$ cat config.mk
export PLATFORM = sky130hd
export DESIGN_NAME = imem_prefetch_buffer
export DESIGN_NICKNAME = d
export VERILOG_FILES = /design/src/rtl/imem_prefetch_buffer.sv
export SDC_FILE = /design/constraint.sdc
export NUM_CORES = 1
export LEC_CHECK = 0
export BUFFER_PORTS_ARGS = -buffer_cell sky130_fd_sc_hd__buf_2
export CAP_MARGIN = 20
export CORE_MARGIN = 5
export CORE_UTILIZATION = 54
export DETAILED_ROUTE_END_ITERATION = 6
export PLACE_DENSITY = 0.74
export REMOVE_ABC_BUFFERS = 1
export SETUP_SLACK_MARGIN = 0.05
export SLEW_MARGIN = 10
export SYNTH_ARGS = -nofsm -noshare
export SYNTH_HDL_FRONTEND = slang
export SYNTH_SLANG_ARGS = --single-unit
$ cat constraint.sdc
create_clock -name clk -period 4.7 [get_ports clk]
set_input_delay 0 -clock clk [delete_from_list [all_inputs] [get_ports clk]]
set_output_delay 0 -clock clk [all_outputs]
set_load 0.02 [all_outputs]
$ cat src/rtl/imem_prefetch_buffer.sv
// Instruction prefetch queue: pipelined sequential reads from a 1-cycle imem into a small FIFO with redirect flush.
// Optional performance counters are added when PREFETCH_PERF_CNT_EN is defined.
module imem_prefetch_buffer #(
   parameter int          DEPTH    = 4,
   parameter logic [31:0] RESET_PC = 32'h0000_0000,
   parameter int          IMEMSIZE = 4096
) (
   input  logic                     clk,
   input  logic                     reset,
   input  logic                     stall,
   output logic [31:0]              imem_address,
   output logic                     imem_read_ready,
   input  logic [31:0]              imem_read_data,
   input  logic                     imem_is_valid,
   input  logic                     redirect_valid,
   input  logic [31:0]              redirect_pc,
   output logic                     inst_valid,
   output logic [31:0]              inst_data,
   output logic [31:0]              inst_pc,
   input  logic                     inst_ready,
   output logic                     exception,
   output logic [$clog2(DEPTH):0]   occupancy
`ifdef PREFETCH_PERF_CNT_EN
   ,
   output logic [31:0]              perf_flush_count,
   output logic [31:0]              perf_empty_count
`endif
);

   localparam int PW = $clog2(DEPTH);
   localparam int CW = PW + 1;
   localparam int AW = $clog2(IMEMSIZE);
   localparam logic [CW:0] DEPTH_W = (CW+1)'(DEPTH);

   function automatic logic addr_in_range(input logic [31:0] addr);
      return (addr >> AW) == 32'd0;
   endfunction

   logic [31:0]   fetch_pc_r;
   logic          epoch_r;
   logic          req_r;
   logic [31:0]   req_addr_r;
   logic          req_epoch_r;
   logic          rsp_pending_r;
   logic          rsp_epoch_r;
   logic [31:0]   rsp_pc_r;
   logic          exception_r;
   logic [31:0]   pc_mem_r   [DEPTH];
   logic [31:0]   data_mem_r [DEPTH];
   logic [PW-1:0] wr_ptr_r;
   logic [PW-1:0] rd_ptr_r;
   logic [CW-1:0] count_r;
   logic          inst_valid_r;
   logic [31:0]   inst_pc_r;
   logic [31:0]   inst_data_r;

   logic          rsp_live_s;
   logic          push_s;
   logic          retry_s;
   logic          pop_s;
   logic [CW-1:0] count_next_s;
   logic [PW-1:0] rd_ptr_next_s;
   logic [PW-1:0] wr_ptr_next_s;
   logic [31:0]   base_pc_s;
   logic          misalign_s;
   logic          room_s;
   logic          want_s;
   logic          issue_s;
   logic          range_fault_s;
   logic          epoch_next_s;
   logic [31:0]   head_pc_next_s;
   logic [31:0]   head_data_next_s;

   assign imem_read_ready = req_r;
   assign imem_address    = req_addr_r;
   assign inst_valid      = inst_valid_r;
   assign inst_pc         = inst_pc_r;
   assign inst_data       = inst_data_r;
   assign exception       = exception_r;
   assign occupancy       = count_r;

   // Next-state decode: response accept/retry, FIFO accounting, next request decision and head lookahead.
   always_comb begin
      rsp_live_s    = rsp_pending_r && (rsp_epoch_r == epoch_r) && !redirect_valid;
      push_s        = rsp_live_s && imem_is_valid;
      retry_s       = rsp_live_s && !imem_is_valid;
      pop_s         = inst_valid_r && inst_ready && !redirect_valid;
      wr_ptr_next_s = wr_ptr_r + PW'(push_s);
      if (redirect_valid) begin
         count_next_s  = {CW{1'b0}};
         rd_ptr_next_s = wr_ptr_r;
      end else begin
         count_next_s  = count_r + CW'(push_s) - CW'(pop_s);
         rd_ptr_next_s = rd_ptr_r + PW'(pop_s);
      end
      // A failed response restarts at its own PC; the younger request already on the bus is killed by the epoch flip.
      if (redirect_valid) begin
         base_pc_s = redirect_pc;
      end else if (retry_s) begin
         base_pc_s = rsp_pc_r;
      end else begin
         base_pc_s = fetch_pc_r;
      end
      misalign_s    = redirect_valid && (redirect_pc[1:0] != 2'b00);
      // The request on the bus now still owes a response, so it reserves a slot alongside the new one.
      room_s        = ({1'b0, count_next_s} + {{CW{1'b0}}, req_r}) < DEPTH_W;
      want_s        = !stall && !exception_r && !misalign_s && room_s;
      issue_s       = want_s && addr_in_range(base_pc_s);
      range_fault_s = want_s && !addr_in_range(base_pc_s);
      epoch_next_s  = epoch_r ^ (redirect_valid || retry_s);
      if (count_next_s == {CW{1'b0}}) begin
         head_pc_next_s   = inst_pc_r;
         head_data_next_s = inst_data_r;
      end else if (push_s && (wr_ptr_r == rd_ptr_next_s)) begin
         head_pc_next_s   = rsp_pc_r;
         head_data_next_s = imem_read_data;
      end else begin
         head_pc_next_s   = pc_mem_r[rd_ptr_next_s];
         head_data_next_s = data_mem_r[rd_ptr_next_s];
      end
   end

   // Fetch, request pipeline, FIFO storage and registered head outputs.
   always_ff @(posedge clk or negedge reset) begin
      if (!reset) begin
         fetch_pc_r    <= RESET_PC;
         epoch_r       <= 1'b0;
         req_r         <= 1'b0;
         req_addr_r    <= RESET_PC;
         req_epoch_r   <= 1'b0;
         rsp_pending_r <= 1'b0;
         rsp_epoch_r   <= 1'b0;
         rsp_pc_r      <= 32'd0;
         exception_r   <= 1'b0;
         wr_ptr_r      <= {PW{1'b0}};
         rd_ptr_r      <= {PW{1'b0}};
         count_r       <= {CW{1'b0}};
         inst_valid_r  <= 1'b0;
         inst_pc_r     <= 32'd0;
         inst_data_r   <= 32'd0;
         for (int i = 0; i < DEPTH; i++) begin
            pc_mem_r[i]   <= 32'd0;
            data_mem_r[i] <= 32'd0;
         end
      end else begin
         fetch_pc_r    <= issue_s ? (base_pc_s + 32'd4) : base_pc_s;
         epoch_r       <= epoch_next_s;
         req_r         <= issue_s;
         req_addr_r    <= base_pc_s;
         req_epoch_r   <= epoch_next_s;
         rsp_pending_r <= req_r;
         rsp_epoch_r   <= req_epoch_r;
         rsp_pc_r      <= req_addr_r;
         exception_r   <= exception_r | misalign_s | range_fault_s;
         wr_ptr_r      <= wr_ptr_next_s;
         rd_ptr_r      <= rd_ptr_next_s;
         count_r       <= count_next_s;
         inst_valid_r  <= (count_next_s != {CW{1'b0}});
         inst_pc_r     <= head_pc_next_s;
         inst_data_r   <= head_data_next_s;
         if (push_s) begin
            pc_mem_r[wr_ptr_r]   <= rsp_pc_r;
            data_mem_r[wr_ptr_r] <= imem_read_data;
         end
      end
   end

`ifdef PREFETCH_PERF_CNT_EN
   logic [31:0] flush_cnt_r;
   logic [31:0] empty_cnt_r;

   assign perf_flush_count = flush_cnt_r;
   assign perf_empty_count = empty_cnt_r;

   // Flush and starvation event counters, wrapping at 2^32.
   always_ff @(posedge clk or negedge reset) begin
      if (!reset) begin
         flush_cnt_r <= 32'd0;
         empty_cnt_r <= 32'd0;
      end else begin
         flush_cnt_r <= flush_cnt_r + {31'd0, redirect_valid};
         empty_cnt_r <= empty_cnt_r + {31'd0, (!inst_valid_r && !stall && !exception_r)};
      end
   end
`endif

endmodule

==> results of run 1 <==
[cells in the mapped netlist, types with 7 or more instances]
cell type and count:
o21ai_0 109, dfrtp_1 427, buf_2 36, xnor2_1 11, clkbuf_1 32, mux2i_1 88
nand3_1 13, nor2_1 18, nand2_1 100, nor3_1 11, inv_1 7, a31oi_1 19
mux2_2 254, buf_4 8, mux4_2 64
[per-layer routing]
layer | global-route usage | part of all wire
met1 | 0.321 | 0.46
met3 | 0.0405 | 0.044
met2 | 0.351 | 0.48
met5 | 0 | 0
met4 | 0.0559 | 0.021
[where the power goes]
| part | total [W] | switching [W] | internal [W] | leakage (nW) |
|---|---|---|---|---|
| Sequential | 0.00386 | 0.0000906 | 0.00377 | 5.76 |
| Combinational | 0.000806 | 0.000578 | 0.000228 | 3.88 |
| Clock | 0.00358 | 0.00142 | 0.00217 | 0.764 |
| Total | 0.00824 | 0.00208 | 0.00616 | 10.4 |
[through the flow]
step           instance area, um^2  instances  setup WS, ns   util  setup TNS (ns)
2_1_floorplan                17800       1184         -4.08      -         -265.11
3_3_place_gp                 19500       1827         0.958  0.585               0
3_5_place_dp                 19500       1827         0.870  0.585               0
4_1_cts                      21700       1977         0.806  0.652               0
5_1_grt                      21700       1977         0.545  0.652               0
6_report                     21700       1977         0.799  0.652               0
[cells by family after synthesis]
group                      after synthesis  share of synthesized area
adders and majority gates                6                    0.00454
xor gates and xnor gates                18                    0.00908
and+or+nand+nor                        169                     0.0429
DFF                                    427                      0.588
muxes                                  409                      0.287
AOI/OAI and AO/OA                      147                     0.0451
buffers and inverters                   90                     0.0239
[state kept, by name, summed over array words and instances, names as in the netlist]
name,cells
req_epoch_r,1
inst_valid,1
rsp_epoch_r,1
rsp_pc_r,32
inst_pc,32
data_mem_r,128
occupancy,3
exception,1
pc_mem_r,128
imem_read_ready,1
rd_ptr_r,2
imem_address,32
fetch_pc_r,30
inst_data,32
rsp_pending_r,1
wr_ptr_r,2
[worst reg2reg max path, delay by kind of cell, from the launching register on]
family,cells,cell delay (ns)
AND/OR/NAND/NOR,5,1.62
flip-flops,1,0.45
XOR/XNOR,3,0.56
adder cells (fa/ha/maj),3,0.89
buffers and inverters,2,0.24
[worst min-delay path by stage]
stage | start | to | slack, ns | depth (start not counted)
6_report | redirect_valid | wr_ptr_r[0] | 0.03 | 3
2_1_floorplan | reset | data_mem_r[0] | -0.30 | 0
3_5_place_dp | reset | data_mem_r[54] | 0.09 | 1
5_1_grt | redirect_valid | wr_ptr_r[0] | 0.04 | 3
3_3_place_gp | reset | inst_data[22] | 0.08 | 1
4_1_cts | redirect_valid | wr_ptr_r[0] | 0.01 | 3
[cell type report]
cell class	count	area share
clock buffer	73	0.0669
clock inverter	10	0.00374
inverter	8	0.00150
multi-input combinational	749	0.328
sequential	427	0.492
tap	448	0.0258
timing repair buffer	262	0.0830
[timing repair]
item	4_1_cts	5_1_grt
setup endpoints to repair	0	0
hold buffers	67	0
hold endpoints to repair	320	0
[layout by cell type, fill, tap and decap left out, drive strengths merged, types with 2 or more instances in the layout]
| cell type | synthesis | layout |
|---|---|---|
| ha | 5 | 5 |
| mux2 | 257 | 257 |
| and3 | 3 | 3 |
| nor2b | 3 | 3 |
| clkinv | 1 | 8 |
| mux4 | 64 | 64 |
| o311ai | 3 | 3 |
| nor4 | 5 | 5 |
| a31oi | 19 | 19 |
| nand2 | 100 | 100 |
| o21ai | 111 | 111 |
| xor2 | 6 | 6 |
| nand4 | 3 | 3 |
| inv | 7 | 8 |
| clkbuf | 32 | 73 |
| nor2 | 19 | 19 |
| buf | 50 | 195 |
| dlygate4sd3 | 0 | 67 |
| nor3 | 13 | 13 |
| xnor2 | 12 | 12 |
| o31ai | 3 | 3 |
| mux2i | 88 | 88 |
| dfrtp | 427 | 427 |
| a211oi | 5 | 5 |
| a31o | 2 | 2 |
| or4 | 2 | 2 |
| nand3b | 2 | 2 |
| nand3 | 13 | 13 |
==> summary.md, run 1 <==
| Metric | Value |
|---|---|
| Largest net degree at the start of global routing | 131 |
| Fin nets | 1569 |
| Power Density | 379 nW/um^2 |
| DRC violations left | 0 |
| Crit-path slowest cell | nor4_4 |
| Worst path depth | 13 |
| #FFs+latches synth | 427 |
| Yosys warns | 0 |
| Core area | 33400 um^2 |
| Leak Pwr | 10.4 nW |
| WP data arrival | 4.30 ns |
| Multi-input logic area | 7120 um^2 |
| Row Count | 67 |
| Status | completed |
| Ys flop type | dfrtp_1 |
| Initial DRC Count | 672 |
| Antenna violations before repair | 0 |
| Top-area cell type share of the netlist area | 0.588 |
| Total GRT Usage | 0.221 |
| Delay-heaviest family, CP | simple AND/OR/NAND/NOR gates |
| Cell area after synthesis | 18200 um^2 |
| Hold Crit Class | in -> reg |
| Worst Path Required | 5.09 ns |
| ANT nets after route | 0 |
| Reg2reg start | req_epoch_r |
| Routed wire length | 40.6 mm |
| Rel. slew slack | 0.271 |
| Die Wd | 194 um |
| Leading area contributor after synthesis | dfrtp_1 |
| Buf/Inv on CP | 2 |
| Worst-margin pin slew | 1.09 ns |
| # Post-CTS Setup Buffers | 0 |
| CTS tree | done |
| Syn Inst Count | 1266 |
| Max Cap Viol | 0 |
| R2r setup slk | 0.80 ns |
| Register Area | 10700 um^2 |
| Clk root buf | clkbuf_16 |
| Setup crit end kind | register |
| Post-CTS Resized | 0 |
| Starting Density | 0.545 |
| Die height | 194 um |
| Design Power | 0.00824 W |
| Total CTS buffers | 45 |
| Area contributors post-synth | dfrtp_1, mux2_2, mux4_2 |
| Diode count | 0 |
| Synth unique cells | 48 |
| Max Slew Vio Count | 0 |
| EDFF count, synth | 0 |
| WHS | 0.0281 ns |
| Minimum clock period | 3.90 ns |
| H-tree Lvls | 2 |
| Via count | 11176 |
| Worst r2r path cells | 13 |
| Worst Setup EP | fetch_pc_r[10] |
| First-pass GRT wire length | 67.7 mm |
| Layout cell share with drive strength beyond 1 | 0.397 |
| Top Ports | 172 |
| Final Hold Fails | 0 |
| Async SR Flop Fraction | 1.00 |
| Synthesized area per cell | 14.4 um^2 |
| Unrepaired setup endpoints after global routing | false |
| Avg WL per Cell | 20.5 um |
| Vias per cell | 5.65 |
| Worst-path clk slew | 0.06 ns |
| Detail Placement HPWL | 24.8 mm |
| Register area share after synthesis | 0.588 |
| Vias in the first global route | 12122 |
| Ordered list of cells on the worst path | xor2_1 -> nor3_2 -> inv_1 -> ha_1 -> inv_1 -> ha_1 -> fa_1 -> xnor2_1 -> nor2_1 -> nand3b_1 -> nor4_4 -> nand4_1 -> xnor2_1 |
| Area grow syn2layout | 19.5% |
| Kind of critical path | reg -> reg |
| Clk sink count | 427 |
| Setup Viol. Count Final | 0 |
| DR pass1 iterations | 5 |
| Fillers | 2519 |
| Bufs on Longest Clock Path | 3 |
| Worst setup path start | req_epoch_r |
| GRT overflow | 0 |
| Max Fclk | 0.256 GHz |
| Clk_skew | 0.0266 ns |
| Startpoint Class | register |
| Clk Latency, worst-skew pair | 0.54 ns |
| Peak supply drop | 0.297 mV |
| CP peak stage delay | 0.64 ns |
| PortBufs | 171 |
| Final period util | 0.830 |
| CP Max Fanout | 11 |
| RR Endpoint | fetch_pc_r[10] |
| RePlAce Congestion | 0.814 |
| DIE AREA | 37400 um^2 |
Note: power is estimated with default switching activity, not from simulation.
==> run 2, diff against run 1 <==
ABC_AREA = 1   (was unset)
PLACE_DENSITY = 0.76   (was 0.74)
clock period = 3.51 ns   (was 4.7 ns; I/O delays follow)
==> run 2 against run 1 <==
  * Wire length is 16% higher
  * Clock skew is 0.0078 ns lower
  * Cell area is 1.5% higher
  * Combinational power is 69% higher
  * Worst hold slack better by 0.012 ns
  * Via count is 31% higher
==> summary.md, run 2 <==
| Metric | Value |
|---|---|
| PortBufs | 171 |
| Max Slew Vio Count | 0 |
| Antenna violations before repair | 0 |
| Placed Area | 19900 um^2 |
| Diode count | 0 |
| Starting Density | 0.543 |
| Area grow syn2layout | 18.2% |
| Total GRT Usage | 0.246 |
| RePlAce Congestion | 0.826 |
| Hold Crit Class | in -> async |
| Leading cell types in the layout, fill and taps excluded | nand2_1, dfrtp_1, o21ai_0 |
| Leak Pwr | 10.7 nW |
| Core area | 34400 um^2 |
| Status | completed |
| Core Util, Final | 0.642 |
| Via count | 14667 |
| Setup Viol. Count Final | 0 |
| Ys flop type | dfrtp_1 |
| GRT overflow | 0 |
| DRC violations left | 0 |
| CP Max Fanout | 44 |
| Buf/Inv on CP | 5 |
| WP data arrival | 3.76 ns |
| Peak supply drop | 0.359 mV |
| Clk_skew | 0.0188 ns |
| Cell area after synthesis | 18700 um^2 |
| Initial DRC Count | 1056 |
| Routed wire length | 46.9 mm |
| Largest net degree at the start of global routing | 129 |
| Bufs on Longest Clock Path | 3 |
| ANT nets after route | 0 |
| Biggest regs | data_mem_r: 128 flops, pc_mem_r: 128 flops |
| Ordered list of cells on the worst path | inv_1 -> nand2_1 -> nand2_2 -> nand2_1 -> nor2_4 -> inv_1 -> ha_1 -> inv_1 -> ha_1 -> fa_1 -> nor2_1 -> nor2_1 -> inv_2 -> buf_4 -> nand3_1 -> nand2_1 |
| Worst Path Required | 3.99 ns |
| WHS | 0.0401 ns |
| Synth unique cells | 36 |
| Synthesized area per cell | 9.56 um^2 |
| Count leader, synth | nand2_1 |
| Top-area cell type share of the netlist area | 0.573 |
| Detail Placement HPWL | 27.6 mm |
| Final Hold Fails | 0 |
| Minimum clock period | 3.28 ns |
| Delay-heaviest family, CP | buffers and inverters |
| Clk sink count | 427 |
| CP peak stage delay | 0.63 ns |
| Power Density | 509 nW/um^2 |
| DR pass1 iterations | 5 |
| EDFF count, synth | 0 |
| Kind of critical path | reg -> reg |
| #FFs+latches synth | 427 |
| Max Cap Viol | 0 |
| Unrepaired setup endpoints after global routing | false |
| Die Wd | 196 um |
| Clk Latency, worst-skew pair | 0.55 ns |
| H-tree Lvls | 2 |
| Commonest non-fill, non-tap cell in the layout | nand2_1 |
| Non-filler cells, final | 2615 |
| Area contributors post-synth | dfrtp_1, nand2_1, o21ai_0 |
| Register area share after synthesis | 0.573 |
| Commonest cells in the netlist | nand2_1, dfrtp_1, o21ai_0 |
| Max Fclk | 0.305 GHz |
| Worst-margin pin slew | 0.907 ns |
| TNS Setup | 0 ns |
| DIE AREA | 38400 um^2 |
| CTS tree | done |
| Total CTS buffers | 45 |
| Avg WL per Cell | 17.9 um |
| Crit-path slowest cell | buf_4 |
| # Post-CTS Setup Buffers | 0 |
| Row Count | 68 |
| Placed cell count | 2466 |
| Vias per cell | 5.61 |
| Design area | 22100 um^2 |
| Syn Inst Count | 1952 |
| First-pass GRT wire length | 77.8 mm |
| Layout cell share with drive strength beyond 1 | 0.167 |
| Worst-path clk slew | 0.06 ns |
| Rel. slew slack | 0.395 |
| Top Ports | 172 |
| Setup crit end kind | register |
| Async SR Flop Fraction | 1.00 |
| Final period util | 0.935 |
| Vias in the first global route | 14959 |
| Die height | 196 um |
| Clk root buf | clkbuf_16 |
| Startpoint Class | register |
| Yosys warns | 0 |
| Fin nets | 2201 |
| Leading area contributor after synthesis | dfrtp_1 |
==> run 2: changes by cell type in the layout (fill, tap and decap cells not counted), sizes merged, moves of 10 or more <==
cell | previous run | this run
nor3 | 13 | 3
nand4 | 3 | 30
mux2 | 257 | 64
nand2 | 100 | 515
mux2i | 88 | 64
inv | 8 | 139
nand3 | 13 | 114
mux4 | 64 | 0
o211ai | 1 | 131
or2 | 1 | 14
clkbuf | 73 | 63
a31oi | 19 | 0
o21ai | 111 | 267
==> run 2: worst paths after layout <==
path | start | end | slack (ns) | depth (start not counted)
max in group asynchronous | reset | inst_pc[19] | 2.42 | 3
hold reg to reg | imem_address[17] | rsp_pc_r[17] | 0.37 | 0
setup / recovery | req_epoch_r | inst_data[10] | 0.23 | 16
min in group clk | imem_is_valid | wr_ptr_r[0] | 0.12 | 5
setup reg to reg | req_epoch_r | inst_data[10] | 0.23 | 16
hold / removal | reset | inst_data[12] | 0.04 | 2
==> run 2: logic make-up after synthesis <==
group | after synthesis | share of synthesized area
AO/OA/AOI/OAI | 400 | 0.125
XOR/XNOR | 7 | 0.00328
adder cells (fa/ha/maj) | 6 | 0.00442
buffers and inverters | 279 | 0.0627
flip-flops | 427 | 0.573
multiplexers | 128 | 0.0729
AND/OR/NAND/NOR | 705 | 0.159
==> run 2: per-stage QoR <==
step / setup WS (ns) / power, W
global route: 0.0508 / 0.0117
floorplan: -4.63 / 0.00587
CTS: 0.232 / 0.0113
global placement: 0.353 / 0.00648
finish: 0.227 / 0.0112
detailed placement: 0.264 / 0.00651
==> run 2: metal layers <==
layer	routed length, um	up-vias	share of wire	track usage
li1	-	6879	-	-
met5	0	-	0	0
met3	3030	70	0.065	0.0472
met2	22300	461	0.48	0.402
met4	1030	0	0.022	0.0657
met1	20500	7257	0.44	0.340
==> run 2: final cells by class <==
type / instances / area (um^2)
fillers: 2755 / 12300
flip-flops and latches: 427 / 10700
repair buffers: 268 / 1900
multi-input cells: 1246 / 6900
clock inverters: 19 / 198
well taps: 455 / 569
clock buffers: 63 / 1290
inverters: 137 / 518
==> run 2: what timing repair did <==
item / CTS / global route
endpoints found under the hold margin: 315 / 0
setup endpoints to repair: 0 / 10
hold buffers: 67 / 0
resized for setup: 0 / 2
==> run 2: where the power goes <==
part	leakage [nW]	switching, W	internal, W
logic	4.27	0.000996	0.000361
registers	5.72	0.0000855	0.00505
clock network	0.740	0.00194	0.00280
total	10.7	0.00302	0.00821
==> run 2: worst register-to-register path: cells and delay by family, from the launching register on <==
family                   cells  cell delay (ns)
AND/OR/NAND/NOR              8             0.78
adder cells (fa/ha/maj)      3             0.84
buffers and inverters        5             1.20
flip-flops                   1             0.42
